[src/rtl/stream_demux.sv]
// -----------------------------------------------------------------------------
// stream_demux
//
// Routes a valid/ready input stream to one of four output channels chosen by
// {address1, address0}. Each channel is a one-word register with its own full
// flag, so a stalled channel never blocks traffic addressed to the others.
// A channel that is being drained can be refilled in the same cycle without a
// bubble.
//
// Ports:
//   clk         rising-edge clock
//   rst_n       asynchronous active-low reset (clears flags, data and counter)
//   in_valid    input word present
//   in_ready    input word accepted this cycle (combinational, ignores in_valid)
//   address0    channel select LSB
//   address1    channel select MSB
//   in_data     input word
//   out_valid   per-channel full flags, bit k = channel k
//   out_ready   per-channel sink accept, bit k = channel k
//   out0..out3  per-channel registered data
//   xfer_count  number of accepted input words, modulo 256
// -----------------------------------------------------------------------------
module stream_demux #(
    parameter int WIDTH = 8
) (
    input  logic             clk,
    input  logic             rst_n,
    input  logic             in_valid,
    output logic             in_ready,
    input  logic             address0,
    input  logic             address1,
    input  logic [WIDTH-1:0] in_data,
    output logic [3:0]       out_valid,
    input  logic [3:0]       out_ready,
    output logic [WIDTH-1:0] out0,
    output logic [WIDTH-1:0] out1,
    output logic [WIDTH-1:0] out2,
    output logic [WIDTH-1:0] out3,
    output logic [7:0]       xfer_count
);

    // Two-bit channel index to one-hot channel mask.
    function automatic logic [3:0] decode_sel(input logic [1:0] sel);
        logic [3:0] onehot;
        case (sel)
            2'd0:    onehot = 4'b0001;
            2'd1:    onehot = 4'b0010;
            2'd2:    onehot = 4'b0100;
            2'd3:    onehot = 4'b1000;
            default: onehot = 4'b0000;
        endcase
        return onehot;
    endfunction

    logic [1:0]       sel_s;
    logic [3:0]       sel_onehot_s;
    logic             in_ready_s;
    logic             in_xfer_s;
    logic [3:0]       wr_en_s;
    logic [3:0]       rd_en_s;
    logic [3:0]       full_nxt_s;
    logic [3:0]       full_r;
    logic [WIDTH-1:0] data_r [4];
    logic [7:0]       count_r;

    assign sel_s = {address1, address0};

    // Handshake decode: the selected channel can take a word if it is empty
    // or is being emptied by its sink in this same cycle.
    always_comb begin
        sel_onehot_s = decode_sel(sel_s);
        in_ready_s   = (|(sel_onehot_s & ~full_r)) | (|(sel_onehot_s & out_ready));
        in_xfer_s    = in_valid & in_ready_s;
        if (in_xfer_s) begin
            wr_en_s = sel_onehot_s;
        end else begin
            wr_en_s = 4'b0000;
        end
        rd_en_s      = full_r & out_ready;
        // A write wins over a simultaneous read so refill-while-drain keeps the flag set.
        full_nxt_s   = wr_en_s | (full_r & ~rd_en_s);
    end

    // Full flags per channel.
    always_ff @(posedge clk or negedge rst_n) begin
        if (!rst_n) begin
            full_r <= 4'b0000;
        end else begin
            full_r <= full_nxt_s;
        end
    end

    // Channel data registers; data is kept after drain and only changes on a write.
    always_ff @(posedge clk or negedge rst_n) begin
        if (!rst_n) begin
            for (int k = 0; k < 4; k++) begin
                data_r[k] <= {WIDTH{1'b0}};
            end
        end else begin
            for (int k = 0; k < 4; k++) begin
                if (wr_en_s[k]) begin
                    data_r[k] <= in_data;
                end else begin
                    data_r[k] <= data_r[k];
                end
            end
        end
    end

    // Accepted-word counter, wraps naturally at 8 bits.
    always_ff @(posedge clk or negedge rst_n) begin
        if (!rst_n) begin
            count_r <= 8'd0;
        end else if (in_xfer_s) begin
            count_r <= count_r + 8'd1;
        end else begin
            count_r <= count_r;
        end
    end

    assign in_ready   = in_ready_s;
    assign out_valid  = full_r;
    assign out0       = data_r[0];
    assign out1       = data_r[1];
    assign out2       = data_r[2];
    assign out3       = data_r[3];
    assign xfer_count = count_r;

endmodule

[config.mk]
export PLATFORM = sky130hd
export DESIGN_NAME = stream_demux
export DESIGN_NICKNAME = d
export VERILOG_FILES = /design/src/rtl/stream_demux.sv
export SDC_FILE = /design/constraint.sdc
export NUM_CORES = 1
export LEC_CHECK = 0
export ABC_AREA = 1
export CAP_MARGIN = 20
export CORE_MARGIN = 4
export CORE_UTILIZATION = 45
export CTS_BUF_LIST = sky130_fd_sc_hd__clkbuf_2
export CTS_CLUSTER_DIAMETER = 40
export DETAILED_ROUTE_END_ITERATION = 8
export DONT_BUFFER_PORTS = 1
export PLACE_DENSITY = 0.63
export SYNTH_ARGS = -nofsm -noshare
export SYNTH_HDL_FRONTEND = slang
export SYNTH_SLANG_ARGS = --single-unit
[constraint.sdc]
create_clock -name clk -period 1.75 [get_ports clk]
set_input_delay 0.35 -clock clk [delete_from_list [all_inputs] [get_ports clk]]
set_output_delay 0.35 -clock clk [all_outputs]
set_load 0.03 [all_outputs]
==> results of run 1 <==
-- cell usage after synthesis --
cell	instances
sky130_fd_sc_hd__nand3_4	1
sky130_fd_sc_hd__buf_12	1
sky130_fd_sc_hd__buf_2	1
sky130_fd_sc_hd__nand2_8	1
sky130_fd_sc_hd__ha_1	1
sky130_fd_sc_hd__nand2_1	101
sky130_fd_sc_hd__buf_4	3
sky130_fd_sc_hd__nand4_1	33
sky130_fd_sc_hd__inv_2	3
sky130_fd_sc_hd__clkbuf_1	2
sky130_fd_sc_hd__clkinv_1	1
sky130_fd_sc_hd__xor2_1	2
sky130_fd_sc_hd__nor2_1	2
sky130_fd_sc_hd__xnor2_1	2
sky130_fd_sc_hd__inv_1	10
sky130_fd_sc_hd__o21ai_0	2
sky130_fd_sc_hd__nand3b_1	2
sky130_fd_sc_hd__nor2_4	2
sky130_fd_sc_hd__dfrtp_1	44
sky130_fd_sc_hd__nand3_2	3
sky130_fd_sc_hd__buf_1	2
sky130_fd_sc_hd__nor2_2	1
sky130_fd_sc_hd__nand2_2	1
sky130_fd_sc_hd__nand3_1	7
-- metrics by stage --
step	util	setup WS (ns)	power [W]
floorplan	-	0.286	0.00215
global placement	0.483	0.353	0.00226
detailed placement	0.483	0.328	0.00227
CTS	0.510	0.0151	0.00290
global route	0.519	0.00485	0.00304
finish	0.519	0.125	0.00287
-- report_power, final --
group / internal, W / switching (W)
registers: 0.00122 / 0.000570
clock network: 0.000238 / 0.000342
logic: 0.000191 / 0.000311
total: 0.00165 / 0.00122
-- logic make-up (layout without fill, tap and decap cells) --
family,after synthesis,count (layout)
flops,44,44
simple gates,154,157
fa+ha+maj,1,1
xor+xnor,4,4
buf+inv,23,35
compound gates,2,2
-- layout make-up --
cell class,instances,share of cell area
sequential,44,0.487
multi-input combinational,164,0.376
timing repair buffer,13,0.0531
tap,52,0.0288
inverter,14,0.0255
clock inverter,3,0.0188
clock buffer,5,0.0111
-- worst max-delay path, cell delays in order (launching register included) --
cell	delay [ns]
sky130_fd_sc_hd__dfrtp_1	0.42
sky130_fd_sc_hd__nand2_2	0.07
sky130_fd_sc_hd__nand2_1	0.08
sky130_fd_sc_hd__nand2_2	0.06
sky130_fd_sc_hd__inv_4	0.12
sky130_fd_sc_hd__nand2_8	0.11
-- state kept, by name, summed over array words and instances, names as in the netlist --
register and cells:
out0 8, out1 8, out2 8, out3 8
xfer_count 8, out_valid 4
-- final timing paths --
path	depth (start not counted)	slack (ns)	endpoint	start
worst max-delay path	5	0.13	in_ready	out_valid[2]
worst min-delay path	2	0.04	xfer_count[7]	in_valid
worst max register to register	6	0.32	xfer_count[4]	xfer_count[1]
worst min register to register	2	0.54	out_valid[0]	out_valid[0]
max in group asynchronous	2	1.15	out0[0]	rst_n
min in group asynchronous	2	0.40	out3[3]	rst_n
-- repair_timing --
item	4_1_cts	5_1_grt
endpoints found under the setup margin	1	1
pin swaps	1	1
resized for setup	0	7
cloned	1	2
hold buffers	2	0
buffers inserted	0	0
hold endpoints to repair	44	0
-- per-layer routing --
layer / routed length (um) / global-route usage
met1: 2060 / 0.261
met2: 2270 / 0.265
met3: 580 / 0.0921
met4: 44 / 0.0415
met5: 0 / 0
==> run summary, run 1 <==
Of the post-synthesis cell area, the part taken by muxes is 0. The clock-pin slew of the registers on the worst-case setup and hold paths came out at around 0.23 ns. The max-capacitance violation count came out at 0. The flow ran to the end, and the final reports show no timing, DRC or antenna violations. The total non-filler cell area in the finished layout is between 2000 and 2500 sq um. Of the total synthesized cell area, the portion taken by full adders, half adders and majority gates is 0.00620. The area fraction in compound gates after synthesis came out at 0.00496. The initial cell density of the core came out at 0.464. The wire length per cell came out at 16.8 um. The setup TNS came out at 0 ns. The share of synthesized area in the top cell type comes to 0.545. The later-pin clock latency in the skew report is roughly 0.41 ns.

Entering global routing, the biggest net connects 45 pins. The actual transition at the worst max-transition pin came out at about 0.42 ns. The fraction of the yosys area taken by sequential cells came out at 0.545.

The total number of placement rows is 24. The most frequent standard cell in the layout excluding fill and tap cells is sky130_fd_sc_hd__nand2_1. Once placement finished, the instance area stood at around 2100 sq um. The final number of max-transition violations is 0.

When the netlist entered floorplanning its net count stood at 246. The first global-routing pass estimated approximately 8 mm of wire. The cell leakage power is about 1.2 nW. The highest net fanout along the worst path came out at 5. The final weighted congestion of routability-driven global placement is around 0.72. The critical path data required time is between 1 and 1.5 ns. The total congestion overflow after global routing is 0. The worst setup path is launched from a register. Of the total synthesized cell area, the portion taken by AND, OR, NAND and NOR gates is 0.369. The first-pass iteration count of the detailed router came out at 4. Including well taps, the total number of placed cells is approximately 280.

Yosys attributes the largest share of cell area to sky130_fd_sc_hd__dfrtp_1, sky130_fd_sc_hd__nand2_1, sky130_fd_sc_hd__nand4_1. The placeable core area came out at ~4400 sq um. The total track usage came out at 0.188. The footprint of the multi-input gates came out at between 800 and 900 sq um. The die covers between 5000 and 6000 sq um. The number of filler instances in the final layout is slightly above 400. The worst-case clock buffer depth came out at 2. STA classifies the critical path endpoint as a primary output.

Setup repair after global routing left no endpoint under its margin. The die boundary width is roughly 75 um. The fraction of final layout cells with drive strength greater than 1 is 0.165. The cell taking the most area after synthesis is sky130_fd_sc_hd__dfrtp_1. In the layout the commonest cells are sky130_fd_sc_hd__nand2_1, sky130_fd_sc_hd__dfrtp_1, sky130_fd_sc_hd__nand4_1. Setup violations remaining at the end of the flow were counted as 0. In this run, synthesis produced a sequential element count of 44. Synthesis produced about 230 cells. The power density relative to cell area came out at between 1000 and 1500 nW/um^2. After detailed routing, the number of remaining DRC violations is 0. The post-route minimum period came out at between 1.5 and 2 ns.

The clock sink count is 44. The register cell area after layout is ~1100 sq um. The final net count is 260. The remaining antenna violation count is 0. The number of different library cells in the post-synthesis netlist came out at 24. The placed wire-length estimate is between 3 and 4 mm. The synthesis-to-layout area growth came out at 12.0%.

The number of global-route vias before repair is 1484. The highest clock frequency the design can meet came out at ~600 MHz. The number of DRC markers after the initial detailed-route iteration is just over 80. The worst hold path belongs to the class input port to register.

The CTS H-tree depth is 2. The cell at the root of the clock tree is sky130_fd_sc_hd__clkbuf_2. The critical path arrival came out at 1.27 ns.

The critical path in this run is classified as register to primary output. The hold violation count in the final report is 0. Clock tree synthesis inserted a total of 5 buffers.

The average size of a mapped cell came out at a little under 9 sq um. The number of top-level design ports came out at between 60 and 70. The clock skew after layout came out at approximately 0.011 ns. Headroom to the max-slew limit came out at 0.717. The maximum vdd drop is just over 0.5 mV. The number of vias after detailed routing came out at 1631.

The total standard cell area after synthesis came out at 2020 sq um. Dividing the final minimum period by the clock period gives 0.928. After detailed routing, the number of vias per cell comes to 5.53.

Across all hold checks on the routed design, the worst slack comes to 0.0435 ns. The total of buffers placed on input and output ports is 0. During synthesis, Yosys emitted a total of 0 warnings. The floorplan step set the die height to around 75 um. Of the total synthesized cell area, the portion taken by XOR and XNOR cells is 0.0173. TritonCTS built the clock tree. The total wire length after detailed routing came out at between 4 and 5 mm.

By area, the combinational part of the netlist is dominated by simple AND/OR/NAND/NOR gates. The number of non-filler instances in the completed layout is 295. The initial antenna violation count came to 0.

The number of diodes came out at 0.
Note: power is estimated with default switching activity, not from simulation.
==> run 2: changes to the inputs <==
Settings changed: CORE_UTILIZATION 45 to 50, PLACE_DENSITY 0.63 to 0.68.
==> run summary, run 2 (synthesis results as in run 1) <==
The power density relative to cell area came out at 1340 nW/um^2 (+5.3%). The total of buffers placed on input and output ports is 0 (unchanged). The max-capacitance violation count is 0 (unchanged).

The critical path capture point type is a primary output. The placeable core area is 3770 sq um (-13%). The number of diodes came out at 0 (unchanged). The final number of max-transition violations is 0 (unchanged).

The highest net fanout along the worst path is 5 (unchanged). The clock-pin slew of the registers on the worst-case setup and hold paths was 0.24 ns (about the same). The later-pin clock latency in the skew report is 0.42 ns (about the same). The slack of the worst reg-to-reg path is 0.30 ns (-0.02 ns). The actual transition at the worst max-transition pin came out at 0.431 ns (+0.00674 ns).

The endpoint identified for the worst register-to-register timing path is xfer_count[7]. The wire length per cell was 17.0 um (+1.4%). The critical path data required time came to 1.40 ns (about the same). The highest clock frequency the design can meet is 609 MHz (-1.1%).

The initial antenna violation count came out at 0 (unchanged). The setup TNS is 0 ns (unchanged). The clock tree from TritonCTS is yes. The terminating pin of the worst hold path is out1[6].

The start point of the worst hold path is in_data[6]. The clock skew after layout came to 0.0242 ns (+0.0128 ns). The total setup violations reported at the end of the flow is 0 (unchanged). The min-delay analysis places its worst path in the category input port to register. The total wire length after detailed routing came out at 5.11 mm (+3.1%).

The final net count is 269 (+3.5%). The synthesis-to-layout area growth came out at 17.9%. The die area is 5120 sq um (-9.0%). The maximum vdd drop came to 0.629 mV (+22%). The worst-case setup slack after placement came to 0.316 ns (-0.0118 ns). The remaining antenna violation count is 0 (unchanged).

The initial cell density of the core came out at 0.536 (+0.0717). The count of cells along the worst register-to-register path was 7 (+1). The total number of placement rows came out at 22 (-8.3%). The worst slew margin relative to its limit is 0.713 (-0.00450).

The category of the critical setup timing path is register to primary output. The hold violation count in the final report is 0 (unchanged). The number of vias after detailed routing came out at 1649 (+1.1%). The total congestion overflow after global routing came to 0 (unchanged). The total track usage is 0.206 (+0.0186). The first-pass GRT wire length is 8.22 mm (+4.5%). The post-route minimum period came out at 1.64 ns (+0.0181 ns). The number of top-level design ports is 62 (unchanged).

The fraction of final layout cells with drive strength greater than 1 is 0.163 (-0.00191). The die boundary width is 71.6 um (-4.6%). The placed wire-length estimate came out at 3.22 mm (-0.75%). In the layout the commonest cells are sky130_fd_sc_hd__nand2_1, sky130_fd_sc_hd__dfrtp_1, sky130_fd_sc_hd__nand4_1. The residual DRC count is 0 (unchanged). The die boundary height was 71.6 um (-4.6%).

The critical path arrival came out at 1.29 ns (+0.02 ns). The final worst-path setup slack came out at 0.107 ns (-0.0181 ns). The maximum number of pins on one net before global-route repair came out at 45 (unchanged). The startpoint of the worst-slack reg-to-reg timing path is xfer_count[0]. The category of the worst setup path launch point is a register. The worst hold path depth is 2 (unchanged). The final worst-path cycle share is 0.939 (+0.0103). The flow ran to the end, and the final reports show no timing, DRC or antenna violations. The CTS H-tree depth came to 2 (unchanged).

The number of global-route vias before repair is 1586 (+6.9%). The number of buffers added by the clock tree synthesis step is 5 (unchanged). The cell leakage power came out at 1.26 nW (+5.3%). The most frequent standard cell in the layout excluding fill and tap cells is sky130_fd_sc_hd__nand2_1.

The vias per cell came out at 5.50 (-0.58%). The standard cell area after detailed placement is 2100 sq um (-0.24%). The clock sink count came to 44 (unchanged). The number of DRC markers after the initial detailed-route iteration is 120 (+45%). CTS placed an instance of sky130_fd_sc_hd__clkbuf_2 at the clock tree root. The final weighted congestion of routability-driven global placement is 0.805 (+12%). The worst-case clock buffer depth is 2 (unchanged). The total non-filler cell area in the finished layout is 2380 sq um (+5.3%). The first-pass iteration count of the detailed router came out at 4 (unchanged).
-- run 2: worst max path at each step --
stage | startpoint | endpoint | slack, ns
floorplan | address1 | in_ready | 0.29
global placement | address1 | out0[4] | 0.35
detailed placement | xfer_count[0] | xfer_count[7] | 0.32
CTS | out_valid[2] | in_ready | 0.01
global route | out_valid[1] | in_ready | -0.01
finish | out_valid[2] | in_ready | 0.11
-- run 2: through the flow --
step                      hold WS, ns  power [W]   util  std cells
after floorplan                0.0544    0.00215      -        228
final                          0.0395    0.00319  0.631        300
after CTS                      0.0194    0.00318  0.600        289
after global routing          0.00244    0.00337  0.631        300
after detailed placement       0.0555    0.00227  0.557        278
after global placement         0.0555    0.00225  0.557        278
-- run 2: critical path, cell delays in order (launching register included) --
cell and delay [ns]:
sky130_fd_sc_hd__dfrtp_1 0.44, sky130_fd_sc_hd__nand2_1 0.10, sky130_fd_sc_hd__nand2_1 0.07, sky130_fd_sc_hd__nand2_2 0.08, sky130_fd_sc_hd__inv_4 0.06, sky130_fd_sc_hd__nand2_8 0.12
-- run 2: layout make-up --
cell class                 instances  area (sq um)
sequential                        44          1100
inverter                          14          57.6
clock buffer                       5          25.0
tap                               48          60.1
timing repair buffer              22           203
fill                             316          1390
clock inverter                     3          90.1
multi-input combinational        164           845
-- run 2: repair_timing --
action / CTS / global route
hold buffers: 2 / 6
pin swaps: 1 / 2
setup endpoints to repair: 1 / 1
buffers inserted: 0 / 3
endpoints found under the hold margin: 44 / 4
resized for setup: 0 / 5
gates cloned: 1 / 2
-- run 2: power breakdown --
part | total [W] | internal, W | switching (W)
Sequential | 0.00180 | 0.00122 | 0.000583
Combinational | 0.000520 | 0.000206 | 0.000314
Clock | 0.000864 | 0.000527 | 0.000337
-- run 2: layer usage --
layer | track usage | part of all wire | up-vias
li1 | - | - | 801
met1 | 0.283 | 0.43 | 782
met2 | 0.306 | 0.47 | 59
met3 | 0.0785 | 0.096 | 7
met4 | 0.0585 | 0.012 | 0
met5 | 0 | 0 | -
